## config.mk

```make
export PLATFORM = sky130hd
export DESIGN_NAME = cam_frame_writer_flat
export DESIGN_NICKNAME = d
export VERILOG_FILES = /design/src/rtl/cam_frame_writer_if.sv /design/src/rtl/cam_frame_writer.sv /design/src/flat_wrapper.sv
export SDC_FILE = /design/constraint.sdc
export NUM_CORES = 1
export LEC_CHECK = 0
export BUFFER_PORTS_ARGS = -buffer_cell sky130_fd_sc_hd__buf_2
export CORE_MARGIN = 2
export CORE_UTILIZATION = 55
export CTS_BUF_LIST = sky130_fd_sc_hd__clkbuf_16
export DETAILED_ROUTE_END_ITERATION = 10
export PLACE_DENSITY = 0.85
export SLEW_MARGIN = 30
export SYNTH_ARGS = -nofsm -noshare
export SYNTH_HDL_FRONTEND = slang
export SYNTH_SLANG_ARGS = --single-unit
```

## constraint.sdc

```tcl
create_clock -name clk -period 3.8 [get_ports clk]
set_clock_uncertainty 0.1 [all_clocks]
set_input_delay 0.57 -clock clk [delete_from_list [all_inputs] [get_ports clk]]
set_output_delay 0.57 -clock clk [all_outputs]
set_load 0.005 [all_outputs]
```

## src/rtl/cam_frame_writer_if.sv

```systemverilog
`default_nettype none
// +----------------------------------------------------------------------+
// | cam_frame_writer_if                                                  |
// | Camera FIFO read port plus SDRAM burst-write port of the writer.     |
// | Revision: 1.0                                                        |
// +----------------------------------------------------------------------+
interface cam_frame_writer_if #(
   parameter int ADDR_W = 22
);
   logic [9:0]        fifo_count;
   logic [15:0]       fifo_dout;
   logic              fifo_rd_en;
   logic              wr_req;
   logic [ADDR_W-1:0] wr_addr;
   logic              wr_ack;
   logic              wr_pull;
   logic [15:0]       wr_data;

   modport master (
      input  fifo_count, fifo_dout, wr_ack, wr_pull,
      output fifo_rd_en, wr_req, wr_addr, wr_data
   );

   modport slave (
      output fifo_count, fifo_dout, wr_ack, wr_pull,
      input  fifo_rd_en, wr_req, wr_addr, wr_data
   );
endinterface
`default_nettype wire

```

## src/rtl/cam_frame_writer.sv

```systemverilog
`default_nettype none
// +----------------------------------------------------------------------+
// | cam_frame_writer                                                     |
// | Drains the camera pixel FIFO into SDRAM as fixed-length bursts with  |
// | linear frame addressing. Optional CAM_FRAME_DOUBLE_BUFFER_EN adds    |
// | two frame banks and the rd_bank output.                              |
// | Revision: 1.0                                                        |
// +----------------------------------------------------------------------+
module cam_frame_writer #(
   parameter int BURST_LEN   = 512,
   parameter int FRAME_WORDS = 307200,
   parameter int ADDR_W      = 22,
   parameter int BASE_ADDR   = 0
) (
   input  wire logic          clk,
   input  wire logic          rst,
   input  wire logic          enable,
   input  wire logic          frame_sync,
   cam_frame_writer_if.master bus,
   output logic               frame_done,
   output logic               overflow
`ifdef CAM_FRAME_DOUBLE_BUFFER_EN
   ,
   output logic               rd_bank
`endif
);

   localparam int                CNT_W       = $clog2(BURST_LEN + 1);
   localparam logic [ADDR_W-1:0] C_BASE      = ADDR_W'(BASE_ADDR);
   localparam logic [ADDR_W-1:0] C_BURST     = ADDR_W'(BURST_LEN);
   localparam logic [ADDR_W-1:0] C_FRAME     = ADDR_W'(FRAME_WORDS);
   localparam logic [CNT_W-1:0]  C_BURST_CNT = CNT_W'(BURST_LEN);
   localparam logic [9:0]        C_THRESH    = 10'(BURST_LEN);
   localparam logic [9:0]        C_FIFO_FULL = 10'd1023;

   typedef enum logic [2:0] {
      S_IDLE      = 3'd0,
      S_WAIT_FILL = 3'd1,
      S_REQ       = 3'd2,
      S_XFER      = 3'd3,
      S_FINISH    = 3'd4
   } state_t;

   state_t            r_state;
   logic [ADDR_W-1:0] r_offset;
   logic [CNT_W-1:0]  r_pull_cnt;
   logic              r_sync_pending;
   logic              r_rd_d;
   logic              r_wr_req;
   logic [ADDR_W-1:0] r_wr_addr;
   logic              r_frame_done;
   logic              r_overflow;

   logic              w_rd_en;
   logic [ADDR_W-1:0] w_offset_inc;
   logic              w_wrap;
   logic [ADDR_W-1:0] w_bank_base;

`ifdef CAM_FRAME_DOUBLE_BUFFER_EN
   logic              r_bank;
   logic              r_rd_bank;
   assign w_bank_base = r_bank ? C_FRAME : '0;
   assign rd_bank     = r_rd_bank;
`else
   assign w_bank_base = '0;
`endif

   // Reads are gated by the burst count so surplus pulls never touch the FIFO.
   assign w_rd_en      = (r_state == S_XFER) && bus.wr_pull && (r_pull_cnt < C_BURST_CNT);
   assign w_offset_inc = r_offset + C_BURST;
   assign w_wrap       = (w_offset_inc >= C_FRAME);

   assign bus.fifo_rd_en = w_rd_en;
   assign bus.wr_req     = r_wr_req;
   assign bus.wr_addr    = r_wr_addr;
   // FIFO data passes straight through; zero outside valid read slots.
   assign bus.wr_data    = r_rd_d ? bus.fifo_dout : 16'h0000;
   assign frame_done     = r_frame_done;
   assign overflow       = r_overflow;

   always_ff @(posedge clk) begin
      if (rst) begin
         r_state        <= S_IDLE;
         r_offset       <= '0;
         r_pull_cnt     <= '0;
         r_sync_pending <= 1'b0;
         r_rd_d         <= 1'b0;
         r_wr_req       <= 1'b0;
         r_wr_addr      <= C_BASE;
         r_frame_done   <= 1'b0;
         r_overflow     <= 1'b0;
`ifdef CAM_FRAME_DOUBLE_BUFFER_EN
         r_bank         <= 1'b0;
         r_rd_bank      <= 1'b0;
`endif
      end else begin
         r_frame_done <= 1'b0;
         r_rd_d       <= w_rd_en;
         if (frame_sync && (bus.fifo_count == C_FIFO_FULL)) begin
            r_overflow <= 1'b1;
         end

         case (r_state)
            S_IDLE: begin
               if (frame_sync) r_offset <= '0;
               if (enable) r_state <= S_WAIT_FILL;
            end

            S_WAIT_FILL: begin
               if (frame_sync) r_offset <= '0;
               if (!enable) begin
                  r_state <= S_IDLE;
               end else if (bus.fifo_count >= C_THRESH) begin
                  r_state <= S_REQ;
               end
            end

            S_REQ: begin
               if (frame_sync) r_sync_pending <= 1'b1;
               r_wr_addr <= C_BASE + w_bank_base + r_offset;
               // Ack only counts once the request is actually visible.
               if (bus.wr_ack && r_wr_req) begin
                  r_wr_req   <= 1'b0;
                  r_pull_cnt <= '0;
                  r_state    <= S_XFER;
               end else begin
                  r_wr_req <= 1'b1;
               end
            end

            S_XFER: begin
               if (frame_sync) r_sync_pending <= 1'b1;
               if (w_rd_en) r_pull_cnt <= r_pull_cnt + 1'b1;
               if (r_pull_cnt == C_BURST_CNT) r_state <= S_FINISH;
            end

            S_FINISH: begin
               r_state        <= S_WAIT_FILL;
               r_sync_pending <= 1'b0;
               // A wrap and a pending sync both land on zero; only the wrap signals a frame.
               if (w_wrap) begin
                  r_offset     <= '0;
                  r_frame_done <= 1'b1;
`ifdef CAM_FRAME_DOUBLE_BUFFER_EN
                  r_rd_bank    <= r_bank;
                  r_bank       <= ~r_bank;
`endif
               end else if (r_sync_pending || frame_sync) begin
                  r_offset <= '0;
               end else begin
                  r_offset <= w_offset_inc;
               end
            end

            default: r_state <= S_IDLE;
         endcase
      end
   end

endmodule
`default_nettype wire
```

## src/flat_wrapper.sv

```systemverilog
// flat-port wrapper written by rule: the top's interface ports become plain ports
module cam_frame_writer_flat 
#(
   parameter int BURST_LEN   = 512,
   parameter int FRAME_WORDS = 307200,
   parameter int ADDR_W      = 22,
   parameter int BASE_ADDR   = 0
)
  (clk, rst, enable, frame_sync, frame_done, overflow, bus_fifo_count, bus_fifo_dout, bus_wr_ack, bus_wr_pull, bus_fifo_rd_en, bus_wr_req, bus_wr_addr, bus_wr_data);
  cam_frame_writer_if #(.ADDR_W(ADDR_W)) bus_i ();
  input  wire logic clk;
  input  wire logic rst;
  input  wire logic enable;
  input  wire logic frame_sync;
  output logic frame_done;
  output logic overflow;
  input wire logic [$bits(bus_i.fifo_count)-1:0] bus_fifo_count;
  input wire logic [$bits(bus_i.fifo_dout)-1:0] bus_fifo_dout;
  input wire logic [$bits(bus_i.wr_ack)-1:0] bus_wr_ack;
  input wire logic [$bits(bus_i.wr_pull)-1:0] bus_wr_pull;
  output wire logic [$bits(bus_i.fifo_rd_en)-1:0] bus_fifo_rd_en;
  output wire logic [$bits(bus_i.wr_req)-1:0] bus_wr_req;
  output wire logic [$bits(bus_i.wr_addr)-1:0] bus_wr_addr;
  output wire logic [$bits(bus_i.wr_data)-1:0] bus_wr_data;
  assign bus_i.fifo_count = bus_fifo_count;
  assign bus_i.fifo_dout = bus_fifo_dout;
  assign bus_i.wr_ack = bus_wr_ack;
  assign bus_i.wr_pull = bus_wr_pull;
  assign bus_fifo_rd_en = bus_i.fifo_rd_en;
  assign bus_wr_req = bus_i.wr_req;
  assign bus_wr_addr = bus_i.wr_addr;
  assign bus_wr_data = bus_i.wr_data;
  cam_frame_writer #(.BURST_LEN(BURST_LEN), .FRAME_WORDS(FRAME_WORDS), .ADDR_W(ADDR_W), .BASE_ADDR(BASE_ADDR)) u_core (.clk(clk), .rst(rst), .enable(enable), .frame_sync(frame_sync), .bus(bus_i), .frame_done(frame_done), .overflow(overflow));
endmodule
```

-- Yosys cells after proc, flatten, opt, wreduce, memory -nomap -nowiden
Index checks and enable logic that the tools add are counted.
- bits in writable memories: 0
- register bits after elaboration: 62
- output and inout port bits: 42
- latch bits: 0
- logic and storage cells: 62
- input bits: 32
- memories: 0
- memory bits (read-only): 0
- bitwise gates (word level): 1
- equal/unequal tests: 13
- multiply operators: 0
- muxes and demuxes: 18
- add/subtract/negate cells: 2
- order comparisons: 3
- div/mod/pow operators: 0
- shifts and indexed selects: 0
- reductions and logical operators: 16
- operator list (cell ; count):
    $mux W22 ; 3
    $pmux W22 S2 ; 1
    $add A22 B10 Y22 const B ; 1
    $ge A22 B19 Y1 const B ; 1
    $eq A10 B10 Y1 const B ; 2
    $mux W10 ; 2
    $pmux W10 S2 ; 1
    $mux W16 ; 1
    $mux W3 ; 5
    $pmux W3 S5 ; 1
    $add A10 B1 Y10 const B ; 1
    $ge A10 B10 Y1 const B ; 1
    $lt A10 B10 Y1 const B ; 1
    $eq A3 B2 Y1 const B ; 2
    $ne A2 B1 Y1 const B ; 3
    $ne A2 B2 Y1 const B ; 3
    $reduce_bool A2 Y1 ; 3
    $reduce_or A2 Y1 ; 3
    $logic_and A1 B1 Y1 ; 4
    $reduce_and A2 Y1 ; 2
    $reduce_and A4 Y1 ; 1
    $eq A3 B1 Y1 const B ; 1
    $eq A3 B3 Y1 const B ; 1
    $logic_not A3 Y1 ; 1
    6 further kinds ; 8

-- Depth between registers and ports, before layout
- word-level depth: 5
- depth in mapped cells: 9
- mapped depth without buffers: 8

-- Worst setup path before layout
Ideal clock, no wire load.
- path kind: register to register
- from: reg u_core.r_offset[9]
- to: reg u_core.r_offset[10]
- path buffers: 1
- slack: 1.625 ns
- library setup time: 0.117 ns
- arrival time: 1.957 ns
- required time: 3.583 ns
- period minus slack after synthesis: 2.175 ns
- stages on the path, launching flop included: 8
- cell sequence: dfxtp_1 > ha_1 > nand3_1 > or4_1 > and3_4 > buf_6 > o21a_1 > a32o_2
- cells in the longest elaborated chain, start to end: 4
- elaborated cells on any way between the ends: 5
- classes of those cells: 1 x add/sub; 1 x order compare; 3 x mux
- ends and longest elaborated chain (what ; RTL line ; RTL):
    from (decl) ; cam_frame_writer.sv:45 ; logic [ADDR_W-1:0] r_offset;
    from (signal assigned) ; cam_frame_writer.sv:151 ; r_offset <= w_offset_inc;
    $add A22 B10 Y22 * ; cam_frame_writer.sv:70 ; assign w_offset_inc = r_offset + C_BURST;
    $ge A22 B19 Y1 / $mux W22 (equally long branches) ; cam_frame_writer.sv:71, cam_frame_writer.sv:148 ;
    $mux W22 * ; cam_frame_writer.sv:141 ; if (w_wrap) begin
    $pmux W22 S2 * ; cam_frame_writer.sv:103 ; case (r_state)
Mark *: on every way between the ends. The rest lies on a longest branch, timed or not.
A chain may end at the register's enable or synchronous reset.

-- Final worst setup path
- from: reg u_core.r_offset[9]
- to: reg u_core.r_offset[9]
Same word-level chain as after synthesis.

==> qor.csv <==
stage,metric,value,unit
sta,final worst setup slack,1.22,ns
worst_setup_path,crit end category,register,
placed_design,DP Worst Slack,1.30,ns
logic_synthesis,Adder-Cell Fraction of Synth Area,1.62,%
routing,Antenna Nets Post-Route,0,
clocking,CTS tree,built,
clocking,Worst-path clk slew,0.05,ns
clocking,post-cts resize count,0,
logic_synthesis,Synth area leaders,"dfxtp_1 (38%), nand2_1 (8.1%), and2_1 (5.1%)",
placed_design,IO Port Bufs,64,
routing,DR iter-0 viols,130,
logic_synthesis,Post-Synth XOR/XNOR Area,3.79,%
routing,Pre-Repair DR Iteration Count,4,
global_route,GR Util All Layers,22.0,%
sta,RSZ-0062 raised after global routing,no,
placed_design,Placer Congestion,0.883,
cells_and_area,area grow syn2layout,16.1,%
logic_synthesis,#FFs+latches synth,44,
worst_setup_path,critical path class,register to register,
die,chip height,68.9,um
clocking,TritonCTS Buffers,5,
clocking,clock sinks,44,
global_route,GRT overflow,0,
global_route,largest net degree at the start of global routing,25,
routing,DRC Markers,0,
clocking,# H-tree levels,2,
cells_and_area,"commonest non-fill, non-tap cell in the layout",buf_2,
placed_design,HPWL after detailed placement,3790,um
sta,Finish-stage setup viols,0,
clocking,CTS Hold Bufs,0,
worst_setup_path,crit start category,register,
clocking,clock root buffer master,clkbuf_16,
logic_synthesis,Ys Warns,0,
clocking,Skew-Pair Late Insertion Delay,0.28,ns
cells_and_area,"Design Area, Final",2690,sq um
job,Max-Cap Viols,0,
power_and_ir_drop,maximum VDD drop,0.287,mV
sta,worst slew pin tran,0.847,ns
routing,DR vias,2183,
global_route,first-pass GRT wire length,7890,um
logic_synthesis,Synth Area per Inst,7.90,sq um
routing,mean number of vias per cell,5.55,
power_and_ir_drop,P per Cell Area,333,nW/um^2
cells_and_area,most frequent cells in the layout,"buf_2 (64), nand2_1 (50), dfxtp_1 (44), nor2_1 (28), and2_1 (19)",
worst_setup_path,CP required,3.90,ns
sta,Fin Setup TNS,0,ns
logic_synthesis,simple-gate share of the synthesized area,34.8,%
logic_synthesis,Most used DFF post-synth,dfxtp_1,
cells_and_area,Post-layout nets,380,
sta,Slew Limit Fails,0,
sta,Final min period,2.58,ns
worst_setup_path,crit-path max FO,8,
die,area of the core,4030,sq um
logic_synthesis,top-area cell type share of the netlist area,38.1,%
global_route,antenna violations before repair,0,
global_route,vias in the first global route,1771,
hold_path,hold crit path type,register to register,
die,Die Footprint,4740,sq um
sta,Fin. Hold Viols,0,
cells_and_area,n_diodes,0,
die,row count,23,
cells_and_area,share of cells above drive strength 1,22.4,%
routing,Avg WL per Cell,13.4,um
sta,Max-slew headroom,43.1,%
die,chip width,68.9,um
logic_synthesis,Post-Syn Area,2310,sq um
worst_setup_path,cells on worst reg2reg path,7,
logic_synthesis,"area leader, netlist",dfxtp_1,
logic_synthesis,largest family of logic cells by synthesized area,simple AND/OR/NAND/NOR gates,
logic_synthesis,synth unique cells,50,
worst_setup_path,"setup slack, reg-to-reg",1.22,ns
logic_synthesis,post-synthesis mux area share,0.433,%
die,starting density of the core,57.4,%
status,status,"finished, final reports clean",
power_and_ir_drop,leakage,1.15,nW
logic_synthesis,sequential fraction of the synthesis area,38.1,%
logic_synthesis,Post-synth EDFFs,0,
hold_path,Hold Path Cell Cnt,2,
placed_design,dpl cell area,2560,sq um
clocking,setup bufs post-CTS,0,
routing,final WL,5250,um
clocking,Max Root-Sink Buffers,2,
sta,Achievable Freq,0.388,GHz
logic_synthesis,Synth Area in Compound Gates,13.3,%
worst_setup_path,Worst Path Arrival,2.68,ns
die,I/O pin cnt,74,
logic_synthesis,Gate Count Post-Synth,293,
sta,period utilisation layout,67.9,%
logic_synthesis,ys async rst share,0,%
-- routing by layer --
layer	GRT usage (%)	vias to the layer above	share of wire [%]
met5	0	-	0
li1	-	1104	-
met2	35.8	70	49
met3	4.38	5	6.4
met1	29.2	1004	44
met4	7.11	0	0.90
-- area by class of cell --
cell class	instances	area (sq um)
fillers	329	1340
multi-input cells	226	1280
flip-flops and latches	44	881
repair buffers	64	320
clock buffers	5	125
well taps	50	62.6
inverters	4	15.0
-- stage by stage --
step	hold slack (ns)	std cells	util, %	total power [mW]
after floorplan	0.349	301	-	0.509
after global placement	0.342	388	63.5	0.524
after detailed placement	0.345	388	63.5	0.525
after CTS	0.352	393	66.6	0.899
after global routing	0.367	393	66.7	0.927
final	0.351	393	66.7	0.894
-- path summary, 6_finish.rpt --
check                                       startpoint                endpoint
worst max-delay path                u_core.r_offset[9]      u_core.r_offset[9]
worst min-delay path            u_core.bus.wr_addr[15]  u_core.bus.wr_addr[15]
worst max register to register      u_core.r_offset[9]      u_core.r_offset[9]
worst min register to register  u_core.bus.wr_addr[15]  u_core.bus.wr_addr[15]
-- cells in the mapped netlist (3+ instances only) --
| library cell | number |
|---|---|
| clkbuf_1 | 12 |
| nand2b_1 | 3 |
| nand4_1 | 7 |
| ha_1 | 3 |
| and2_1 | 19 |
| o221ai_1 | 6 |
| or3_1 | 3 |
| nand2_1 | 50 |
| xor2_1 | 6 |
| nor3_1 | 9 |
| nand3_1 | 9 |
| nor2_1 | 29 |
| buf_4 | 9 |
| buf_6 | 4 |
| xnor2_1 | 4 |
| and4_1 | 3 |
| and3_1 | 8 |
| o21ai_0 | 6 |
| dfxtp_1 | 44 |
| inv_1 | 4 |
| a21oi_1 | 18 |
-- sequential cells by signal (all words and copies together), names as in the netlist --
signal,count
u_core.bus.wr_addr,13
u_core.bus.wr_req,1
u_core.r_state,3
u_core.r_offset,13
u_core.r_pull_cnt,10
u_core.frame_done,1
u_core.r_sync_pending,1
u_core.r_rd_d,1
u_core.overflow,1
-- power by group --
part	switching [mW]	internal, mW
combinational	0.0267	0.0192
clock	0.147	0.232
sequential	0.00532	0.465
total	0.179	0.715
-- critical path, cell delays in order, from the launching register on --
cell and delay (ns):
dfxtp_1 0.44, ha_1 0.27, and3_2 0.26, xnor2_1 0.13, a32oi_1 0.10, nor3_1 0.71
o211ai_1 0.26, o21ai_0 0.22
-- cell families (layout without fill, tap and decap cells) --
logic type | after synthesis | in the layout
adder cells (fa/ha/maj) | 3 | 3
AND/OR/NAND/NOR | 157 | 157
XOR/XNOR | 10 | 10
flip-flops | 44 | 44
buffers and inverters | 31 | 73
other | 1 | 9
multiplexers | 1 | 1
AO/OA/AOI/OAI | 46 | 46
Note: power is estimated with default switching activity, not from simulation.
